**config.mk**
```make
export PLATFORM = sky130hd
export DESIGN_NAME = muldiv_unit
export DESIGN_NICKNAME = d
export VERILOG_FILES = /design/src/rtl/muldiv_pkg.sv /design/src/rtl/muldiv_unit.sv
export SDC_FILE = /design/constraint.sdc
export NUM_CORES = 1
export LEC_CHECK = 0
export ABC_AREA = 1
export CELL_PAD_IN_SITES_DETAIL_PLACEMENT = 1
export CELL_PAD_IN_SITES_GLOBAL_PLACEMENT = 2
export CORE_MARGIN = 4
export CORE_UTILIZATION = 35
export DETAILED_ROUTE_END_ITERATION = 8
export PLACE_DENSITY_LB_ADDON = 0.15
export REMOVE_ABC_BUFFERS = 1
export SETUP_SLACK_MARGIN = 0.5
export SYNTH_ARGS = -nofsm -noshare
export SYNTH_HDL_FRONTEND = slang
export SYNTH_SLANG_ARGS = --single-unit
```
**constraint.sdc**
```tcl
create_clock -name clk -period 13.49 [get_ports clk]
set_input_delay 1.349 -clock clk [delete_from_list [all_inputs] [get_ports clk]]
set_output_delay 1.349 -clock clk [all_outputs]
set_load 0.005 [all_outputs]
```
**src/rtl/muldiv_pkg.sv**
```systemverilog
`default_nettype none
// ============================================================================
// Module      : muldiv_pkg
// Description : Shared opcodes, FSM state type and iteration count for the
//               iterative multiply/divide unit.
// Revision    : 1.0 - initial release
// ============================================================================
package muldiv_pkg;

    // Operation codes carried on fun_c; bit 1 selects divide, bit 0 signed.
    localparam logic [1:0] FUN_MULTU = 2'b00;
    localparam logic [1:0] FUN_MULT  = 2'b01;
    localparam logic [1:0] FUN_DIVU  = 2'b10;
    localparam logic [1:0] FUN_DIV   = 2'b11;

    // One shift/add or shift/subtract step per operand bit.
    localparam int MD_ITER = 32;

    typedef enum logic [1:0] {
        IDLE = 2'd0,
        CALC = 2'd1,
        SIGN = 2'd2,
        DONE = 2'd3
    } state_e;

endpackage : muldiv_pkg
`default_nettype wire

```
**src/rtl/muldiv_unit.sv**
```systemverilog
`default_nettype none
// ============================================================================
// Module      : muldiv_unit
// Description : Iterative 32-step shift-add multiplier / restoring divider
//               with start/busy/done handshake and {hi, lo} result.
// Revision    : 1.0 - initial release
// ============================================================================
module muldiv_unit
    import muldiv_pkg::*;
#(
    parameter int WIDTH = MD_ITER
) (
    input  logic             clk,
    input  logic             rst,
    input  logic             start,
    input  logic [1:0]       fun_c,
    input  logic [WIDTH-1:0] a,
    input  logic [WIDTH-1:0] b,
    output logic             busy,
    output logic             done,
    output logic [WIDTH-1:0] hi_out,
    output logic [WIDTH-1:0] lo_out
);

    localparam int            CW       = $clog2(WIDTH);
    localparam int            SW       = WIDTH + 2;
    localparam logic [CW-1:0] CNT_LAST = CW'(WIDTH - 1);

    state_e               state_q, state_d;
    logic [CW-1:0]        cnt_q, cnt_d;
    logic [1:0]           fun_q, fun_d;
    logic [WIDTH-1:0]     opa_q, opa_d;     // multiplicand / dividend (shifts out MSB-first)
    logic [WIDTH-1:0]     opb_q, opb_d;     // multiplier (shifts right) / divisor
    logic [2*WIDTH-1:0]   acc_q, acc_d;     // product, or {remainder, quotient}
    logic                 negp_q, negp_d;   // negate product / quotient
    logic                 negr_q, negr_d;   // negate remainder
    logic                 busy_q, busy_d;
    logic                 done_q, done_d;
    logic [WIDTH-1:0]     hi_q, hi_d;
    logic [WIDTH-1:0]     lo_q, lo_d;

    logic                 w_is_div;
    logic [WIDTH:0]       w_rem_sh;
    logic [WIDTH:0]       w_add_x;
    logic [WIDTH:0]       w_add_y;
    logic [SW-1:0]        w_sum;
    logic                 w_ge;
    logic                 w_sgn;
    logic                 w_dz;

    assign busy   = busy_q;
    assign done   = done_q;
    assign hi_out = hi_q;
    assign lo_out = lo_q;

    // Capture-time decode of the incoming request.
    assign w_sgn = fun_c[0];
    assign w_dz  = fun_c[1] && (b == '0);

    // Single shared adder: add multiplicand in multiply, subtract divisor in
    // divide (x + ~y + 1). The top sum bit is the "no borrow" flag, i.e. rem >= divisor.
    assign w_is_div = fun_q[1];
    assign w_rem_sh = {acc_q[2*WIDTH-1:WIDTH], opa_q[WIDTH-1]};
    assign w_add_x  = w_is_div ? w_rem_sh : {1'b0, acc_q[2*WIDTH-1:WIDTH]};
    assign w_add_y  = w_is_div ? ~{1'b0, opb_q} : {1'b0, opa_q};
    assign w_sum    = {1'b0, w_add_x} + {1'b0, w_add_y} + SW'(w_is_div);
    assign w_ge     = w_sum[SW-1];

    // Next-state, datapath and registered-output computation.
    always_comb begin
        state_d = state_q;
        cnt_d   = cnt_q;
        fun_d   = fun_q;
        opa_d   = opa_q;
        opb_d   = opb_q;
        acc_d   = acc_q;
        negp_d  = negp_q;
        negr_d  = negr_q;
        hi_d    = hi_q;
        lo_d    = lo_q;

        case (state_q)
            IDLE: begin
                if (start) begin
                    fun_d  = fun_c;
                    // A zero divisor keeps the raw dividend: the unsigned
                    // iteration then naturally yields quotient all-ones and
                    // remainder = dividend, which is exactly the required result.
                    opa_d  = (w_sgn && !w_dz && a[WIDTH-1]) ? -a : a;
                    opb_d  = (w_sgn && b[WIDTH-1]) ? -b : b;
                    negp_d = w_sgn && !w_dz && (a[WIDTH-1] ^ b[WIDTH-1]);
                    negr_d = w_sgn && w_dz == 1'b0 && fun_c[1] && a[WIDTH-1];
                    acc_d  = '0;
                    cnt_d  = '0;
                    state_d = CALC;
                end
            end
            CALC: begin
                cnt_d = cnt_q + CW'(1);
                if (w_is_div) begin
                    acc_d = w_ge ? {w_sum[WIDTH-1:0], acc_q[WIDTH-2:0], 1'b1}
                                 : {w_rem_sh[WIDTH-1:0], acc_q[WIDTH-2:0], 1'b0};
                    opa_d = {opa_q[WIDTH-2:0], 1'b0};
                end else begin
                    acc_d = opb_q[0] ? {w_sum[WIDTH:0], acc_q[WIDTH-1:1]}
                                     : {1'b0, acc_q[2*WIDTH-1:1]};
                    opb_d = {1'b0, opb_q[WIDTH-1:1]};
                end
                if (cnt_q == CNT_LAST) begin
                    state_d = SIGN;
                end
            end
            SIGN: begin
                if (!w_is_div) begin
                    {hi_d, lo_d} = negp_q ? -acc_q : acc_q;
                end else begin
                    lo_d = negp_q ? -acc_q[WIDTH-1:0] : acc_q[WIDTH-1:0];
                    hi_d = negr_q ? -acc_q[2*WIDTH-1:WIDTH] : acc_q[2*WIDTH-1:WIDTH];
                end
                state_d = DONE;
            end
            DONE: begin
                state_d = IDLE;
            end
            default: begin
                state_d = IDLE;
            end
        endcase

        busy_d = (state_d == CALC) || (state_d == SIGN);
        done_d = (state_d == DONE);
    end

    // State, datapath and output registers; reset aborts any operation.
    always_ff @(posedge clk or posedge rst) begin
        if (rst) begin
            state_q <= IDLE;
            cnt_q   <= '0;
            fun_q   <= '0;
            opa_q   <= '0;
            opb_q   <= '0;
            acc_q   <= '0;
            negp_q  <= 1'b0;
            negr_q  <= 1'b0;
            busy_q  <= 1'b0;
            done_q  <= 1'b0;
            hi_q    <= '0;
            lo_q    <= '0;
        end else begin
            state_q <= state_d;
            cnt_q   <= cnt_d;
            fun_q   <= fun_d;
            opa_q   <= opa_d;
            opb_q   <= opb_d;
            acc_q   <= acc_d;
            negp_q  <= negp_d;
            negr_q  <= negr_d;
            busy_q  <= busy_d;
            done_q  <= done_d;
            hi_q    <= hi_d;
            lo_q    <= lo_d;
        end
    end

endmodule : muldiv_unit
`default_nettype wire

```
After elaboration in Yosys (flattened, before gate mapping)
Index checks and enable logic that the tools add are counted.
W data, S select, Z words.
- $add $sub $neg: 8
- eq/ne operators: 10
- muxes and demuxes: 25
- bitwise gates (word level): 3
- reductions and logical operators: 17
- operator list (kind ; count):
    $mux W32 ; 10
    $mux W64 ; 5
    $neg A32 Y32 ; 4
    $pmux W32 S2 ; 2
    $pmux W64 S2 ; 1
    $mux W33 ; 2
    $neg A64 Y64 ; 1
    $add A33 B33 Y34 ; 1
    $add A34 B1 Y34 ; 1
    $not A32 Y33 ; 1
    $logic_not A32 Y1 ; 1
    $pmux W5 S2 ; 1
    $eq A2 B2 Y1 const B ; 4
    $logic_and A1 B1 Y1 ; 8
    $pmux W2 S4 ; 1
    $ne A2 B2 Y1 const B ; 3
    $reduce_and A3 Y1 ; 2
    $add A5 B1 Y5 const B ; 1
    $eq A5 B5 Y1 const B ; 1
    $mux W5 ; 1
    $eq A2 B1 Y1 const B ; 2
    $mux W2 ; 2
    $reduce_and A2 Y1 ; 2
    $logic_not A2 Y1 ; 1
    other kinds (5) ; 5
- register bits after elaboration: 205
- input port bits: 69
- output and inout bits: 66
- word-level logic and storage cells: 75

Logic depth before layout (Yosys ltp)
Gate-level depths: netlist of the first run.
- depth in word-level cells: 8
- gate-level depth with buffers: 23

Worst setup path after synthesis of the first run
Ideal clock, no wire load.
- path kind: register -> register
- start: register fun_q[1]
- end: register acc_q[47]
- library setup time: 116 ps
- data arrival time: 3057 ps
- data required time: 13374 ps
- path slack: 10317 ps
- stages on the path, launching flop included: 20
- buffers on the path: 4
- period minus slack after synthesis: 3173 ps
- path through: dfrtp_1 > buf_2 > clkbuf_1 > buf_2 > clkbuf_1 > o21ai_0 > fa_1 > fa_1 > inv_1 > nand3_1 > nand3_1 > nand2_1 > a21oi_1 > nor2_1 > nand2_1 > nand2_1 > o21ai_0 > nand2_1 > nand2_1 > nand2_1
- word-level cells in the longest chain between the ends: 6
- elaborated cells on any way between the ends: 8
- ends and longest elaborated chain (item ; RTL line ; source):
    start: declaration ; muldiv_unit.sv:31 ; logic [1:0] fun_q, fun_d;
    start signal: assignment ; muldiv_unit.sv:152 ; fun_q <= fun_d;
    $mux W33 (on tied branches) ; muldiv_unit.sv:64, muldiv_unit.sv:65 ;
    $add A33 B33 Y34 ; muldiv_unit.sv:66 ; assign w_sum = {1'b0, w_add_x} + {1'b0, w_add_y} + SW'(w_is_div);
    $add A34 B1 Y34 ; muldiv_unit.sv:66 ;
    $mux W64 (on tied branches) ; muldiv_unit.sv:105, muldiv_unit.sv:101 ;
    $mux W64 * ; muldiv_unit.sv:100 ; if (w_is_div) begin
    $pmux W64 S2 * ; muldiv_unit.sv:82 ; case (state_q)
    end signal: assignment ; muldiv_unit.sv:142 ; acc_q <= '0;
    end signal: assignment ; muldiv_unit.sv:155 ; acc_q <= acc_d;
    end: declaration ; muldiv_unit.sv:34 ; logic [2*WIDTH-1:0] acc_q, acc_d;
Every way passes the cells marked *; elsewhere a longest branch is shown, timed or not.
A chain may end at the register's enable or synchronous reset.

Worst setup path after layout of the first run
- start: register fun_q[1]
- end: register acc_q[61]
The elaborated chain is that of the path after synthesis.

==> impl_metrics.json, run 1 <==
{
  "synth.avg_cell_area_um2": 6.15,
  "hold_path_class": "flip-flop to flip-flop",
  "cp-startpoint": "fun_q[1]",
  "slew_viol_final": 0,
  "holdPathEnd": "lo_out[8]",
  "io_buffers": 134,
  "num_vias": 18200,
  "routed_via_density": 5.28,
  "critPathArrivalTime_ns": 4.76,
  "whs_ns": 0.480,
  "drv_cap": 0,
  "cts_resized": 0,
  "reg2regPathDepth": 13,
  "crit_type": "flip-flop to flip-flop",
  "antenna_found_initial": 0,
  "row_count": 80,
  "core-area_um2": 47800,
  "cts_num_sinks": 204,
  "grt.busiest_layer": "met2",
  "synthToLayoutAreaGrowth_pct": 15.4,
  "rrSetupSlack_ns": 9.16,
  "synthCells": 2759,
  "max_clock_freq_mhz": 231,
  "cts_tree": "done",
  "crit_required_ns": 13.93,
  "numCtsBuffers": 25,
  "critPathCaptureType": "flip-flop",
  "met3_usage": 0.0203,
  "synth_cell_types": 55,
  "async_reset_ff_frac": 1.00,
  "drtPass1Iterations": 5,
  "clockBufferDepth": 3,
  "worstMarginPinSlew_ns": 1.29,
  "grt_setup_unrepaired": "false",
  "cts_hold_buffers": 0,
  "wl_per_cell_um": 19.4,
  "hold_depth": 2,
  "status": "completed",
  "root_buffer": "clkbuf_16",
  "seq_area_frac_synth": 0.301,
  "hold_viol": 0,
  "drt-total-wl_um": 66800,
  "gp_congestion": 0.952,
  "fin_tns_setup_ns": 0,
  "fin_util": 0.409,
  "crit_path_max_fanout": 63,
  "ys_warn_count": 0,
  "final_common_cell": "nand2_1",
  "most-common-layout-cells": "nand2_1 (988), nor2_1 (296), inv_1 (265), dfrtp_1 (203), nand3_1 (196)",
  "worstHoldStart": "lo_out[8]",
  "timing.rr.end": "acc_q[61]",
  "clk_pin_slew_worst_paths_ns": 0.06,
  "nNetsFinal": 2917,
  "grt_max_degree": 139,
  "ir_worst_vdd_mv": 0.122,
  "dieWidth_um": 228,
  "gr-total-overflow": 0,
  "period_share": 0.321,
  "die_y_um": 228,
  "fin_crit_ns": 4.33,
  "post_cts_buffers": 0,
  "ant_nets": 0,
  "grt_pass1_wl_um": 107000,
  "grt.total_usage": 0.253,
  "io_pins": 135,
  "drc": 0,
  "cts.htree.levels": 1,
  "pwr_density_cell_nw_per_um2": 289,
  "slew_headroom": 0.137,
  "antenna_cells": 0,
  "leakagePower_nw": 9.37,
  "critical_path.startpoint_type": "flip-flop",
  "synth-main-ff-cell": "dfrtp_1",
  "dr.first_iter.drc_count": 1086,
  "final_layout_size_suffix_gt1_frac": 0.0428,
  "crit-reg2reg-launch": "fun_q[1]",
  "hpwl_um": 51300,
  "synth-edff-count": 0,
  "skew_ns": 0.0268,
  "grt_pass1_vias": 18900,
  "met2_usage": 0.459,
  "dieArea_um2": 52100,
  "met1_usage": 0.318,
  "synth_seq_cells": 204,
  "start_util": 0.355,
  "syn_area_um2": 17000,
  "timing.final.setup_violations": 0,
  "clkLatencyLatePin_ns": 0.55
}
## through the flow
step / cells / cell area, um2 / worst slack, ns / total power, mW
final: 3442 / 19600 / 9.16 / 5.65
after global routing: 3442 / 19600 / 8.69 / 6.24
after CTS: 3442 / 19600 / 9.12 / 5.67
after detailed placement: 3397 / 18700 / 8.79 / 4.89
after global placement: 3397 / 18700 / 8.89 / 4.79
after floorplan: 2633 / 16400 / 6.57 / 3.62
## report_power, final
part           switching, mW  internal, mW  leakage (nW)
Sequential             0.300         0.826          2.49
Combinational           2.62          1.15          6.45
Clock                  0.291         0.464         0.435
Total                   3.21          2.44          9.37
## cells in the mapped netlist, types with 18 or more instances
cell      number  share of area
nand3_1      196          0.058
buf_2         20         0.0059
nor2_1       299          0.066
o221ai_1      37          0.019
xor2_1        77          0.040
ha_1          37          0.027
inv_1        267          0.059
o21ai_0      193          0.057
a21oi_1      104          0.031
nand4_1       36          0.013
o211ai_1      18         0.0080
dfrtp_1      204           0.30
clkbuf_1      76          0.017
nand2_1      989           0.22
buf_1         22         0.0049
o21ai_1       36          0.011
## registers in the layout, indices dropped and copies added, names as in the netlist
signal	cells
cnt_q	5
opa_q	32
fun_q	1
negr_q	1
opb_q	32
negp_q	1
acc_q	64
lo_out	32
hi_out	32
busy	1
state_q	2
done	1
## worst max-delay path: stages, from the launching register on
cell and delay, ns:
dfrtp_2 0.54, inv_2 0.71, buf_4 0.60, o21ai_0 0.26, ha_1 0.42, nand2_1 0.19, nor4_4 0.30, nand2_2 0.12
nand2_4 0.42, inv_2 0.25, nand2_1 0.12, nand3_1 0.08, nand2_1 0.12, nand2_1 0.06
## per-layer routing
metal  part of all wire  wire length [um]  vias to the layer above
met5                  0                 0                        -
met4              0.036              2390                        0
met3              0.026              1740                       97
met2               0.50             33400                      295
met1               0.44             29300                     8830
li1                   -                 -                     8950
## cells by family after synthesis
kind of cell	Yosys count	synth area share
AO/OA/AOI/OAI	414	0.137
XOR/XNOR	92	0.0475
adder cells (fa/ha/maj)	39	0.0296
flip-flops	204	0.301
buffers and inverters	408	0.0946
AND/OR/NAND/NOR	1602	0.390
## how the worst max path moves through the flow
stage	end	depth (start not counted)	slack [ns]
after floorplan	acc_q[0]	1	6.57
after global placement	opa_q[30]	13	8.89
after detailed placement	opa_q[15]	13	8.79
after CTS	acc_q[61]	13	9.12
after global routing	acc_q[61]	18	8.69
final	acc_q[61]	13	9.16
## cell type report
type                    instances  area, um2
well taps                     615        769
clock buffers                  35        713
fillers                      6338      28300
flip-flops and latches        204       5110
multi-input cells            2147      10300
clock inverters                10        186
inverters                     282       1070
repair buffers                149       1450
Power figures use the tool's default switching activity.
==> run 2, diff against run 1 <==
--- a/config.mk
+++ b/config.mk
@@ -9,7 +9,7 @@
 export CELL_PAD_IN_SITES_DETAIL_PLACEMENT = 1
 export CELL_PAD_IN_SITES_GLOBAL_PLACEMENT = 2
 export CORE_MARGIN = 4
-export CORE_UTILIZATION = 35
+export CORE_UTILIZATION = 29
 export DETAILED_ROUTE_END_ITERATION = 8
 export PLACE_DENSITY_LB_ADDON = 0.15
 export REMOVE_ABC_BUFFERS = 1
==> constraint.sdc (replaced) <==
create_clock -name clk -period 3.82 [get_ports clk]
set_input_delay 0.382 -clock clk [delete_from_list [all_inputs] [get_ports clk]]
set_output_delay 0.382 -clock clk [all_outputs]
set_load 0.005 [all_outputs]
==> run 2 against run 1 <==
- clock power rose to 3.8 times the previous value
- wire length up 6.2%
- sequential cell count unchanged
- setup slack lost 8.5 ns
- clock skew decreased by 0.017 ns
- total power grew to 3.7 times the previous value
- critical path type unchanged
- critical endpoint is now acc_q[36]
- largest cell class unchanged
==> impl_metrics.json, run 2 (same netlist as run 1, synthesis figures left out) <==
{
  "status": "completed",
  "hpwl_um": 54500,
  "numCtsBuffers": 27,
  "crit_buf_inv": 2,
  "dieWidth_um": 250,
  "largest-register": "acc_q",
  "p_int_mw": 9.28,
  "gp_congestion": 0.896,
  "cts_tree": "done",
  "io_buffers": 134,
  "final_common_cell": "nand2_1",
  "critPathMaxStageDelay_ns": 0.58,
  "dieArea_um2": 62400,
  "power_mw": 21.2,
  "grt_max_degree": 107,
  "final_cell_area_um2": 20400,
  "start_util": 0.294,
  "path_cells": "buf_16 > o21ai_0 > ha_1 > nand2_1 > o21ai_0 > nand2_1 > nand2_1 > a21oi_2 > nand2_4 > buf_12 > a21oi_1 > o21ai_1 > nand2_1 > nand2_1",
  "hold_path_class": "primary input to asynchronous set/reset pin",
  "core-area_um2": 57800,
  "root_buffer": "clkbuf_16",
  "pre_cts_ws_ns": 0.466,
  "max_clock_freq_mhz": 312,
  "wl_per_cell_um": 19.5,
  "final_layout_size_suffix_gt1_frac": 0.0661,
  "layout_setup_ws_ns": 0.618,
  "p_clk_frac": 0.137,
  "crit_type": "flip-flop to flip-flop",
  "drtPass1Iterations": 5,
  "cp_top_family": "compound AO/OA/AOI/OAI gates",
  "num_vias": 18300,
  "p_seq_frac": 0.181,
  "drc": 0,
  "clkLatencyLatePin_ns": 0.57,
  "whs_ns": 0.350,
  "final_cells": 3639,
  "dr.first_iter.drc_count": 978,
  "timing.final.setup_violations": 0,
  "ir_worst_vdd_mv": 0.373,
  "crit_path_max_fanout": 27,
  "routed_via_density": 5.03,
  "critical_path.startpoint_type": "flip-flop",
  "critPathCaptureType": "flip-flop",
  "p_switching_mw": 11.9,
  "critPathArrivalTime_ns": 3.66,
  "grt_setup_unrepaired": "true",
  "slowest_stage": "dfrtp_4",
  "crit_top_cell": "nand2_1",
  "grt.total_usage": 0.218,
  "most-common-layout-cells": "nand2_1 (987), nor2_1 (293), inv_1 (265), dfrtp_1 (203), nand3_1 (194)",
  "hold_viol": 0,
  "antenna_cells": 0,
  "largest_reg_flops": 64,
  "placed_cell_area_um2": 19100,
  "grt_pass1_wl_um": 109000,
  "switching_share": 0.561,
  "p_comb_frac": 0.682,
  "ant_nets": 0,
  "slew_headroom": 0.276,
  "leakagePower_nw": 9.67,
  "synthToLayoutAreaGrowth_pct": 20.2,
  "crit_required_ns": 4.27,
  "drt-total-wl_um": 71000,
  "row_count": 88,
  "cts_num_sinks": 204,
  "pwr_density_cell_nw_per_um2": 1040,
  "io_pins": 135,
  "cts.htree.levels": 1,
  "fin_util": 0.353,
  "nNetsFinal": 2961,
  "clk_pin_slew_worst_paths_ns": 0.06,
  "period_share": 0.838,
  "placed_cells": 3575,
  "cts_hold_buffers": 0,
  "antenna_found_initial": 0,
  "fin_tns_setup_ns": 0,
  "gr-total-overflow": 0,
  "die_y_um": 250,
  "slew_viol_final": 0,
  "clockBufferDepth": 3,
  "skew_ns": 0.00964,
  "fin_crit_ns": 3.20,
  "drv_cap": 0,
  "grt_pass1_vias": 19000,
  "worstMarginPinSlew_ns": 1.08
}
## run 2: cell types whose count changed in the layout (fill, tap and decap cells not counted), moves of 5 or more
cell,delta
ha_1,-6
o21ai_0,-26
o21ai_1,+22
ha_2,+5
clkbuf_16,+5
a21oi_1,-5
buf_4,+32
a21oi_2,+5
## run 2: final cells by class
type                       count  area (um2)
timing repair buffer         190        1890
sequential                   204        5110
fill                        7555       37400
multi-input combinational   2147       10400
timing repair inverter         1        8.76
tap                          765         957
inverter                     282        1080
clock buffer                  34         722
clock inverter                16         273
## run 2: worst paths after layout
check / from / to / slack (ns) / cells past startpoint
worst max-delay path: fun_q[1] / acc_q[36] / 0.62 / 14
worst min-delay path: rst / lo_out[27] / 0.35 / 2
worst max register to register: fun_q[1] / acc_q[36] / 0.62 / 14
worst min register to register: hi_out[30] / hi_out[30] / 0.48 / 2
max in group asynchronous: rst / opb_q[17] / 2.57 / 3
min in group clk: hi_out[30] / hi_out[30] / 0.48 / 2
## run 2: metal layers
layer | wire (um) | vias up | GRT usage
li1 | - | 9055 | -
met1 | 31500 | 8845 | 0.278
met2 | 34400 | 299 | 0.383
met3 | 1950 | 116 | 0.0205
met4 | 3080 | 0 | 0.0837
met5 | 0 | - | 0
## run 2: worst register-to-register path, stage by stage, from the launching register on
cell	delay, ns
dfrtp_4	0.58
buf_16	0.21
o21ai_0	0.52
ha_1	0.40
nand2_1	0.14
o21ai_0	0.14
nand2_1	0.08
nand2_1	0.06
a21oi_2	0.21
nand2_4	0.18
buf_12	0.20
a21oi_1	0.16
o21ai_1	0.09
nand2_1	0.08
nand2_1	0.05
## run 2: what timing repair did
item / 4_1_cts / 5_1_grt
endpoints found under the setup margin: 2 / 33
cloned: 0 / 6
gates resized for setup: 7 / 50
pin swaps: 0 / 3
setup buffers: 0 / 8
## run 2: power by group through the flow
stage	combinational [mW]	clock, mW	sequential [mW]
after global placement	13.7	0	3.79
final	14.4	2.90	3.82
after global routing	16.3	3.09	3.94
after CTS	14.0	2.99	3.80
after floorplan	9.14	0	3.67
after detailed placement	14.0	0	3.83
==> RTL edit 1: new RTL, settings of run 2 <==
The 4 states of `state_e` get a Gray code encoding in 2 bits.
--- a/src/rtl/muldiv_pkg.sv
+++ b/src/rtl/muldiv_pkg.sv
@@ -19,6 +19,6 @@
     typedef enum logic [1:0] {
-        IDLE = 2'd0,
-        CALC = 2'd1,
-        SIGN = 2'd2,
-        DONE = 2'd3
+        IDLE = 2'b00,
+        CALC = 2'b01,
+        SIGN = 2'b11,
+        DONE = 2'b10
     } state_e;
Check against the original RTL: same outputs for any inputs over 10 cycles, from zero or initial values and one cycle with rst high; not proved beyond that.
==> RTL edit 1 against run 2 <==
Worst setup slack better by 0.094 ns; clock skew is 0.016 ns higher; sequential cell count is 1 lower; wire length is 2.2% lower; final area is 1.8% lower; area after synthesis is 0.22% lower; sequential share of layout area is 0.31 points higher; critical endpoint is now acc_q[56].
Power is left out: the tool's default activity adds up to more than one toggle a clock period on the data nets, which glitch-free logic cannot reach.
==> RTL edit 1: results (changes against run 2) <==
* Clkbuf count at 37 (+8.8%)
* Multi-input combinational cell count at 2144 (-0.14%)
* H-tree depth at 1 (unchanged)
* Multi-input logic area at 10320 sq um (-0.41%)
* Total GRT Usage at 21.59% (-0.23 points)
* Area delta synth->final at 18.34%
* Final sequential cell count at 203 (-0.49%)
* Drt initial violations at 846 (-13%)
* Hold slack at 0.2958 ns (-0.05466 ns)
* Fin cells at 3624 (-0.41%)
* Crit-path max cell delay at 0.49 ns (-0.09 ns)
* Met2 routed WL at 34990 um (+1.6%)
* DP Area at 19100 sq um (-0.14%)
* Top delay family on crit path: simple AND/OR/NAND/NOR gates
* M3 GR Usage at 1.657% (-0.40 points)
* Max FFs per register at 64 (unchanged)
* Signal inverters at 289 (+2.1%)
* Wl on met1 at 30300 um (-3.8%)
* Worst R2R Path Depth at 17 (+3)
* Register area share after synthesis at 30.01% (-0.081 points)
* Data buffer area share at 8.687% (-0.56 points)
* Final GP Congestion at 0.9136 (+2.0%)
* Status: complete, no violations
* Routed WL at 69400 um (-2.2%)
* First-pass GRT wire length at 108700 um (-0.64%)
* Yosys cell types at 58 (+5.5%)
* Bufs w/o clock at 175 (-7.9%)
* Met2 Usage GRT at 39.43% (+1.2 points)
* Met1 usage at 26.95% (-0.82 points)
* Setup WS pre-CTS at 0.4660 ns (+0.0003250 ns)
* Fillers at 7563 (+0.11%)
* Avg Inst Size Synth at 6.154 sq um (about the same)
* Post_cts resized at 1 (-6)
* Relative slew margins at 38.64% (+11 points)
* Met3 Routed Length at 1628 um (-17%)
* Clock buf/inv share at 4.197% (-0.68 points)
* Fraction of area in multi-input gates at 51.49% (+0.70 points)
* Max clock buf depth at 3 (unchanged)
* Fin nets at 2948 (-0.44%)
* Via count at 18030 (-1.6%)
* TritonRoute pass-1 iters at 5 (unchanged)
* Share of cells above drive strength 1 at 5.876% (-0.73 points)
* Register area at 5081 sq um (-0.54%)
* Worst path slowest cell: dfrtp_2
* CP Max Fanout at 26 (-3.7%)
* Post-DP HPWL at 54360 um (-0.16%)
* Crit path arrival time at 3.55 ns (-0.11 ns)
* Clk_skew at 0.02517 ns (+0.01554 ns)
* Top cells by area, synth: dfrtp_1 30%, nand2_1 22%, nor2_1 6.5%
* Dominant synthesized flop cell: dfrtp_1
* Synth top cells by count: 998 x nand2_1, 295 x nor2_1, 268 x inv_1, 203 x dfrtp_1, 190 x o21ai_0
* Largest net degree at the start of global routing at 82 (-23%)
* Vias in the first global route at 18970 (-0.23%)
RTL edit 1: cell count changes after synthesis, sizes merged, moves of 5 or more:
cell	before	now
nand4	37	20
nand3	202	190
xnor2	15	10
clkbuf	76	64
a21oi	105	120
nand2	998	1012
nor3	22	27
RTL edit 1: worst paths after layout:
| kind | from | end | slack [ns] |
|---|---|---|---|
| max in group asynchronous | rst | lo_out[13] | 2.66 |
| min in group clk | lo_out[13] | lo_out[13] | 0.48 |
| hold / removal | rst | hi_out[0] | 0.30 |
| hold reg to reg | lo_out[13] | lo_out[13] | 0.48 |
| setup / recovery | fun_q[1] | acc_q[56] | 0.71 |
| setup reg to reg | fun_q[1] | acc_q[56] | 0.71 |
RTL edit 1: cells by family after synthesis:
kind of cell	Yosys count	synth area share, %
and+or+nand+nor	1594	39.16
AOI/OAI and AO/OA	427	14.20
buffers and inverters	405	9.371
DFF	203	30.01
xor gates and xnor gates	83	4.294
adders and majority gates	39	2.971
==> RTL edit 2: new RTL, flow settings as in run 2 <==
Without the edit above. `MD_ITER`: 32 -> 16.
--- a/src/rtl/muldiv_pkg.sv
+++ b/src/rtl/muldiv_pkg.sv
@@ -16,3 +16,3 @@
     // One shift/add or shift/subtract step per operand bit.
-    localparam int MD_ITER = 32;
+    localparam int MD_ITER = 16;
 
Ports: changed (resized a, b, hi_out and lo_out); port bits go from 135 to 71. No check against the original RTL was run, so the function may have changed too.
==> RTL edit 2 against run 2 <==
Via count down 55%; final area down 53%; highest routed layer unchanged; count of clock-buffer cells in the layout shrank 25; non-clock buffer count decreased by 104; worst setup slack gained 0.25 ns; total power shrank 52%; global-route usage decreased by 2.7 points; sequential cell count fell by 97; critical endpoint is now acc_q[30]; utilization is 0.82 points lower; wire length shrank 59%; area after synthesis down 52%; first-iteration DRC count shrank 54%.
==> RTL edit 2: results (changes against run 2) <==
* Drt initial violations at 452 (-54%)
* Synth top cells by count: 392 x nand2_1, 130 x inv_1, 122 x nor2_1, 112 x nand3_1, 107 x dfrtp_1
* Post_cts resized at 0 (-7)
* Clk_skew at 0.01628 ns (+0.006641 ns)
* Total GRT Usage at 19.07% (-2.7 points)
* CP Max Fanout at 47 (+74%)
* Num CTS Buffers at 9 (-67%)
* Min-Delay Path Class: in2async
* Biggest register: acc_q
* Skew-Pair Late Insertion Delay at 0.38 ns (-0.19 ns)
* Clock transition at the registers of the reported paths at 0.09 ns (+0.03 ns)
* Dominant synthesized flop cell: dfrtp_1
* Top cells by area, synth: dfrtp_1 33%, nand2_1 18%, nand3_1 6.8%
* Fin cells at 1688 (-54%)
* Fillers at 3573 (-53%)
* Initial antenna violation count at 0 (unchanged)
* TritonRoute pass-1 iters at 4 (-1)
* Final GP Congestion at 0.8548 (-4.6%)
* First-pass GRT wire length at 47370 um (-57%)
* Yosys cell types at 51 (-7.3%)
* Asr flop ratio synth at 100.0% (unchanged)
* Max FFs per register at 32 (-50%)
* Share of cells above drive strength 1 at 6.107% (-0.50 points)
* Leak pwr at 4.609 nW (-52%)
* Worst R2R Path Depth at 12 (-2)
* Synth warn at 0 (unchanged)
* Post-DP HPWL at 22650 um (-58%)
* DP Area at 9283 sq um (-51%)
* Max clock buf depth at 2 (-1)
* Clk root buf: clkbuf_16
* H-tree depth at 3 (+2)
* Crit path arrival time at 3.20 ns (-0.46 ns)
* Max VDD drop at 0.2706 mV (-27%)
* GR Overflow Total at 0 (unchanged)
* Power Density at 1061 nW/um^2 (+2.2%)
* DR WL/cell at 17.33 um (-11%)
* Vias per cell at 4.889 (-2.9%)
* Setup WS pre-CTS at 0.8554 ns (+0.3898 ns)
* Largest net degree at the start of global routing at 57 (-47%)
* Vias in the first global route at 8401 (-56%)
* Status: complete, no violations
* Setup Buffers After CTS at 0 (unchanged)
* Diode count at 0 (unchanged)
* Cell count after synthesis at 1257 (-54%)
* # port buffers at 70 (-48%)
* Fin nets at 1364 (-54%)
* Register area share after synthesis at 32.56% (+2.5 points)
* Relative slew margins at 42.16% (+15 points)
## RTL edit 2: cell count changes after synthesis, moves of 17 or more
cell	change
xor2_1	-48
nand2_1	-597
nand4_1	-21
nor2_1	-177
dfrtp_1	-97
ha_1	-17
o221ai_1	-25
a21oi_1	-40
o21ai_0	-90
o21ai_1	-29
nand3_1	-84
inv_1	-137
clkbuf_1	-58
## RTL edit 2: worst max-delay path: stages, from the launching register on
cell and delay (ns):
dfrtp_1 0.36, buf_4 0.44, o21ai_0 0.35, ha_1 0.49, nand2_1 0.15, inv_2 0.09, nand2_2 0.08, nor3_4 0.23
nand2_4 0.15, nand2_4 0.20, nand3_2 0.11, o211ai_2 0.09, nand3_2 0.07
## RTL edit 2: final timing paths
check	startpoint	end	slack, ns
max	fun_q[1]	acc_q[30]	0.87
min	rst	hi_out[7]	0.48
max reg2reg	fun_q[1]	acc_q[30]	0.87
min reg2reg	lo_out[15]	lo_out[15]	0.49
max in group asynchronous	rst	acc_q[16]	2.52
min in group clk	lo_out[15]	lo_out[15]	0.49
## RTL edit 2: layout make-up
type	instances	share of cell area, %
Timing Repair Buffer	86	8.681
Clock inverter	7	0.9515
Multi-Input combinational cell	957	49.52
Sequential cell	107	27.89
Clock buffer	9	2.346
Tap cell	378	4.927
Inverter	144	5.683
## RTL edit 2: logic make-up (layout without fill, tap and decap cells)
kind of cell,Yosys count,in the layout,share of synthesized area (%)
DFF,107,107,32.56
AOI/OAI and AO/OA,221,221,15.29
adders and majority gates,22,22,3.530
and+or+nand+nor,679,679,35.20
buffers and inverters,193,246,9.692
xor gates and xnor gates,35,35,3.728
## RTL edit 2: report_power, final
part | switching [mW] | total (mW) | internal (mW)
registers | 0.496 | 2.12 | 1.62
clock network | 0.561 | 1.04 | 0.477
logic | 4.69 | 7.03 | 2.34
## RTL edit 2: layer usage
metal / global-route usage, % / part of all wire [%]
met3: 1.649 / 1.8
met5: 0 / 0
met1: 27.40 / 50
met4: 3.514 / 1.0
met2: 31.70 / 47
